--- src/rtl/instruction_loader.sv ---
// rtl/instruction_loader.sv - byte-stream loader that assembles 32-bit words into instruction memory
module instruction_loader #(
  parameter int NUM_WORDS  = 32,
  parameter int ADDR_WIDTH = 5
) (
  input  logic                  clk,
  input  logic                  reset,
  input  logic                  start,
  input  logic                  byte_valid,
  input  logic [7:0]            byte_data,
  input  logic                  byte_last,
  output logic                  byte_ready,
  output logic                  wr_en,
  output logic [ADDR_WIDTH-1:0] wr_address,
  output logic [31:0]           wr_data,
  output logic                  cpu_hold,
  output logic                  done,
  output logic [ADDR_WIDTH:0]   word_count
);

  typedef enum logic [1:0] {IDLE, RECV, WRITE, DONE} state_t;

  localparam logic [ADDR_WIDTH-1:0] LAST_ADDR = ADDR_WIDTH'(NUM_WORDS - 1);
  localparam logic [ADDR_WIDTH:0]   CNT_ONE   = (ADDR_WIDTH + 1)'(1);
  localparam logic [ADDR_WIDTH-1:0] ADDR_ONE  = ADDR_WIDTH'(1);

  state_t                state, state_nxt;
  logic [1:0]            byte_idx;
  logic [31:0]           word_buf;
  logic [31:0]           buf_nxt;
  logic                  last_seen;
  logic [ADDR_WIDTH-1:0] addr_q;
  logic [ADDR_WIDTH:0]   count_q;
  logic                  accept;
  logic                  at_end;

  assign accept = (state == RECV) && byte_valid;
  assign at_end = last_seen || (addr_q == LAST_ADDR);

  // Next-state selection: a word closes on its 4th byte or on an early last byte
  always_comb begin
    state_nxt = state;
    unique case (state)
      IDLE:    if (start) state_nxt = RECV;
      RECV:    if (accept && ((byte_idx == 2'd3) || byte_last)) state_nxt = WRITE;
      WRITE:   state_nxt = at_end ? DONE : RECV;
      DONE:    state_nxt = IDLE;
      default: state_nxt = IDLE;
    endcase
  end

  // Place the incoming byte at its MSB-first slot; the first byte clears the rest so short words zero-fill
  always_comb begin
    buf_nxt = word_buf;
    unique case (byte_idx)
      2'd0:    buf_nxt = {byte_data, 24'h000000};
      2'd1:    buf_nxt = {word_buf[31:24], byte_data, 16'h0000};
      2'd2:    buf_nxt = {word_buf[31:16], byte_data, 8'h00};
      default: buf_nxt = {word_buf[31:8], byte_data};
    endcase
  end

  // State register
  always_ff @(posedge clk) begin
    if (reset) state <= IDLE;
    else       state <= state_nxt;
  end

  // Datapath: byte index, word buffer, address and word counter
  always_ff @(posedge clk) begin
    if (reset) begin
      byte_idx  <= 2'd0;
      word_buf  <= 32'h0;
      last_seen <= 1'b0;
      addr_q    <= '0;
      count_q   <= '0;
    end else begin
      unique case (state)
        IDLE: begin
          if (start) begin
            byte_idx  <= 2'd0;
            last_seen <= 1'b0;
            addr_q    <= '0;
            count_q   <= '0;
          end
        end
        RECV: begin
          if (accept) begin
            word_buf  <= buf_nxt;
            byte_idx  <= byte_idx + 2'd1;
            last_seen <= byte_last;
          end
        end
        WRITE: begin
          count_q <= count_q + CNT_ONE;
          if (!at_end) begin
            addr_q   <= addr_q + ADDR_ONE;
            byte_idx <= 2'd0;
          end
        end
        default: ;
      endcase
    end
  end

  assign byte_ready = (state == RECV);
  assign wr_en      = (state == WRITE);
  assign done       = (state == DONE);
  assign cpu_hold   = (state != IDLE);
  assign wr_address = addr_q;
  assign wr_data    = word_buf;
  assign word_count = count_q;

endmodule

--- config.mk ---
export PLATFORM = sky130hd
export DESIGN_NAME = instruction_loader
export DESIGN_NICKNAME = d
export VERILOG_FILES = /design/src/rtl/instruction_loader.sv
export SDC_FILE = /design/constraint.sdc
export NUM_CORES = 1
export LEC_CHECK = 0
export CAP_MARGIN = 20
export CORE_UTILIZATION = 53
export CTS_BUF_LIST = sky130_fd_sc_hd__clkbuf_8
export CTS_CLUSTER_DIAMETER = 50
export CTS_CLUSTER_SIZE = 25
export DETAILED_ROUTE_END_ITERATION = 10
export PLACE_DENSITY = 0.87
export REMOVE_ABC_BUFFERS = 1
export SETUP_SLACK_MARGIN = 0.02
export SLEW_MARGIN = 20
export SYNTH_ARGS = -nofsm -noshare
export SYNTH_HDL_FRONTEND = slang
export SYNTH_SLANG_ARGS = --single-unit
--- constraint.sdc ---
create_clock -name clk -period 3.1 [get_ports clk]
set_clock_uncertainty 0.15 [all_clocks]
set_input_delay 0.62 -clock clk [delete_from_list [all_inputs] [get_ports clk]]
set_output_delay 0.62 -clock clk [all_outputs]
set_load 0.005 [all_outputs]
# Yosys cells after proc, flatten, opt, wreduce, memory -nomap -nowiden
# Cells that the tools add are included.
classes:
  n_eq_ne: 11
  n_bitwise: 2
  add_sub_neg: 3
  mux: 17
  n_reduce_logical: 21
ops:
  columns: ["cell", "count"]
  rows:
  - ["$pmux 32 s3", 1]
  - ["$mux 2", 6]
  - ["$pmux 6 s2", 1]
  - ["$mux 5", 2]
  - ["$pmux 5 s2", 1]
  - ["$reduce_and 3->1", 3]
  - ["$eq 2x2->1 const B", 4]
  - ["$pmux 2 s4", 1]
  - ["$reduce_and 4->1", 2]
  - ["$reduce_bool 2->1", 4]
  - ["$add 6x1->6 const B", 1]
  - ["$mux 6", 1]
  - ["$pmux 2 s3", 1]
  - ["$reduce_and 2->1", 3]
  - ["$reduce_bool 3->1", 2]
  - ["$add 5x1->5 const B", 1]
  - ["$eq 5x5->1 const B", 1]
  - ["$reduce_and 5->1", 1]
  - ["$eq 2x1->1 const B", 2]
  - ["$logic_not 2->1", 2]
  - ["$ne 2x1->1 const B", 2]
  - ["$ne 2x2->1 const B", 2]
  - ["$add 2x1->2 const B", 1]
  - ["$logic_and 1x1->1", 2]
  - ["4 further kinds", 7]
totals:
  elab_cells: 63
  out_inout_bits: 47
  in_bits: 13
  ff_bits: 48

# Depth between registers and ports, before layout
depth:
  word_depth: 5
  depth_mapped: 7
  depth_no_buf: 6

# Worst setup path after synthesis
# No wires, ideal clock.
synth_timing:
  path_type: "flip-flop to flip-flop"
  startpoint: "reg addr_q[0], in the netlist wr_address[0]"
  endpoint: "reg addr_q[3], in the netlist wr_address[3]"
  synth_period_minus_slack_ns: 2.170
  slack_ns: 0.930
  path_stages_with_launch: 8
  required_ns: 2.880
  setup_ns: 0.070
  n_path_buf: 1
  arrival_time_ns: 1.950
  path_cell_list: "dfxtp_1 -> ha_1 -> and3_1 -> ha_1 -> or4b_1 -> buf_2 -> or3_1 -> a21oi_1"
synth_between:
  elab_chain_len: 4
  elab_cells_between_ends: 7
  cone_classes: "add/sub (1); eq/ne (2); mux (2); reduce/logical (2)"
synth_rtl:
  columns: ["item", "line", "text"]
  rows:
  - ["start, declared", "32", "logic [ADDR_WIDTH-1:0] addr_q;"]
  - ["start signal, assigned", "97", "addr_q <= addr_q + ADDR_ONE;"]
  - ["parallel branches: the longest is 4 deep, another holds $add 5x1->5", null, null]
# Parallel ways; which one is timed is not known. The select of a mux whose other input is x is not followed.
# A chain may end at the register's enable or synchronous reset.

# Worst setup path after layout
layout_timing:
  startpoint: "reg state[1]"
  endpoint: "out wr_en"
layout_between:
  elab_chain_len: 1
layout_rtl:
  columns: ["item", "line", "text"]
  rows:
  - ["start, declared", "27", "state_t state, state_nxt;"]
  - ["start signal, assigned", "66", "else state <= state_nxt;"]
  - ["$eq 2x2->1", "107", "assign wr_en = (state == WRITE);"]
  - ["end, declared", "13", "output logic wr_en,"]
# Every way passes these cells.

==> out/results.ini <==
[global_route]
grt_pass1_vias=1683
antenna_found_initial=0
grt_pass1_wl_um=7940
grt_use_total_pct=24.6
grt_overflow=0
grt_start_max_net_pins=21

[power]
clockPowerShare_pct=30.1
swShare_pct=23.0
p_leak_nw=0.987
switchingPower_mw=0.247
combPwrFrac_pct=10.8
seq_power_share_pct=59.1
power_density_mw_per_mm2=377
p_int_mw=0.826
max-vdd-ir-drop_mv=0.298

[clock_network]
cts_resized=0
cts_tree=done
numClockSinks=48
clk_latency_ns=0.29
cts_buffer_depth=2
clkTransAtPathRegs_ns=0.08
cts_hold_buf=0
cts_buffers=5
cts_root_buffer=clkbuf_8
post_cts_buffers=0
htree_levels=2

[final_layout]
final_cells=345
final_common_cell=clkdlybuf4s50_1
multi_input_area_mm2=0.00111
n_antenna_cell=0
n_fill_cell=293
layout-drive-gt1-share_pct=5.39
seq_area_um2=961
layout.nets=320
most-common-layout-cells=clkdlybuf4s50_1 (59), dfxtp_1 (48), nand2_1 (38), a21oi_1 (26), nand3_1 (23)
area_delta_synth_final_pct=32.7

[detailed_routing]
firstDrtPassIters=4
drc_errors=0
vias=1876
antenna_left=0
viasPerCell=5.44
drt-total-wl_um=5090
drtIter0Drc=157
wl_per_cell_um=14.8

[setup_path]
cp_cell_sequence=nor2b_1, clkdlybuf4s50_1
critPathArrivalTime_ns=1.86
startpoint_type=flop
endpoint_kind=output port
cpMaxStageDelayCell=dfxtp_1
max_stage_delay_ns=0.58
worstSetupPathType=reg2out
crit_fanout=16
required_ns=2.33

[yosys]
yosys_warnings=0
ys_seq_area_share_pct=44.7
synth_seq_cells=48
syn_area_mm2=0.00215
synth_top_area_share_pct=44.7
ys_types=36
syn_area_per_cell_um2=8.84
synthCells=243
synth.area.top_cells=dfxtp_1 (45%), mux2i_1 (7.9%), nand2_1 (6.6%)
yosysTopAreaCell=dfxtp_1

[die]
rows=22
pin_count=60
die_h_um=65.7
dieArea_mm2=0.00431
start_util_pct=57.0
die_x_um=65.7
core_mm2=0.00377

[sta]
finalSetupViolations=0
period_needed_ns=2.63
fin_setup_tns_ns=0
finalHoldViolCount=0
tightest_slew_ns=0.596
maxSlewHeadroom_pct=59.7
fmax_mhz=380
drv_slew=0
rsz0062_at_grt=no
min_period_over_period_pct=85.0

[placement]
io_buffers=59
dpl.hpwl_um=3590
dp_cells=340
gp_congestion=0.822

[min_path]
hold_class=reg2reg

[outcome]
status=finished, final reports clean

[run]
cap_violations=0

worst paths after layout:
kind / startpoint / end / slack [ns] / depth (start not counted)
worst min-delay path: wr_data[1] / wr_data[1] / 0.31 / 2
worst max register to register: wr_address[0] / wr_address[3] / 0.77 / 6
worst min register to register: wr_data[1] / wr_data[1] / 0.31 / 2
worst max-delay path: state[1] / wr_en / 0.47 / 2
cell usage after synthesis:
cell and number:
nand4_1 2, mux2_2 2, nor3b_1 2, a22oi_1 2, nand3b_1 3, nand3_1 23, and2_1 2, a31oi_1 1
clkbuf_1 12, nor3b_2 1, or3_1 2, o21ai_0 4, nor3_4 1, buf_2 2, o211ai_1 1, ha_1 8
nand4bb_1 1, nor4bb_1 2, or3b_1 2, or4b_1 1, nand2b_1 18, a41oi_1 1, dfxtp_1 48, and3b_1 3
mux2i_1 17, buf_1 2, nor2b_1 2, and3_1 1, o21bai_1 1, nand2_1 38, or2_2 1, and4b_1 1
a21oi_1 26, nor2_1 6, nor4b_1 1, inv_1 3
cells by family (layout without fill, tap and decap cells):
kind of cell,after synthesis,in the layout,synth area share (%)
multiplexers,19,19,8.97
adder cells (fa/ha/maj),8,8,4.66
AO/OA/AOI/OAI,36,36,9.09
buffers and inverters,19,73,3.44
flip-flops,48,48,44.7
AND/OR/NAND/NOR,113,113,29.1
worst max-delay path, delay by kind of cell, from the launching register on:
family        cells  cell delay [ns]
simple gates      1             0.42
flops             1             0.58
buf+inv           1             0.58
routing by layer:
layer / GRT usage [%] / part of all wire (%)
met1: 33.1 / 45
met2: 38.4 / 50
met3: 3.65 / 3.8
met4: 11.1 / 1.5
met5: 0 / 0
flip-flops by register name, indices dropped and copies added, names as in the netlist:
signal      cells
wr_data        32
word_count      6
wr_address      5
byte_idx        2
state           2
last_seen       1
stage by stage:
stage          hold WS [ns]  total power [mW]  instance area [µm²]  setup WS (ns)  util, %
6_report              0.305              1.07                 2850          0.466     75.6
4_1_cts               0.307              1.08                 2850          0.485     75.6
2_1_floorplan         0.292             0.696                 2090          0.682        -
5_1_grt               0.330              1.11                 2850          0.322     75.6
3_3_place_gp          0.288             0.761                 2780          0.768     73.8
3_5_place_dp          0.295             0.763                 2780          0.716     73.8
power by group through the flow:
stage          Sequential (mW)  Clock, mW  Combinational (mW)
4_1_cts                  0.634      0.328               0.116
6_report                 0.634      0.323               0.116
2_1_floorplan            0.646          0              0.0494
3_3_place_gp             0.647          0               0.114
5_1_grt                  0.635      0.353               0.125
3_5_place_dp             0.648          0               0.115
cell type report:
type | instances | share of cell area (%)
tap | 48 | 2.11
multi-input combinational | 176 | 39.1
sequential | 48 | 33.7
inverter | 3 | 0.395
clock buffer | 5 | 2.41
timing repair buffer | 65 | 22.3
Note: power is estimated with default switching activity, not from simulation.
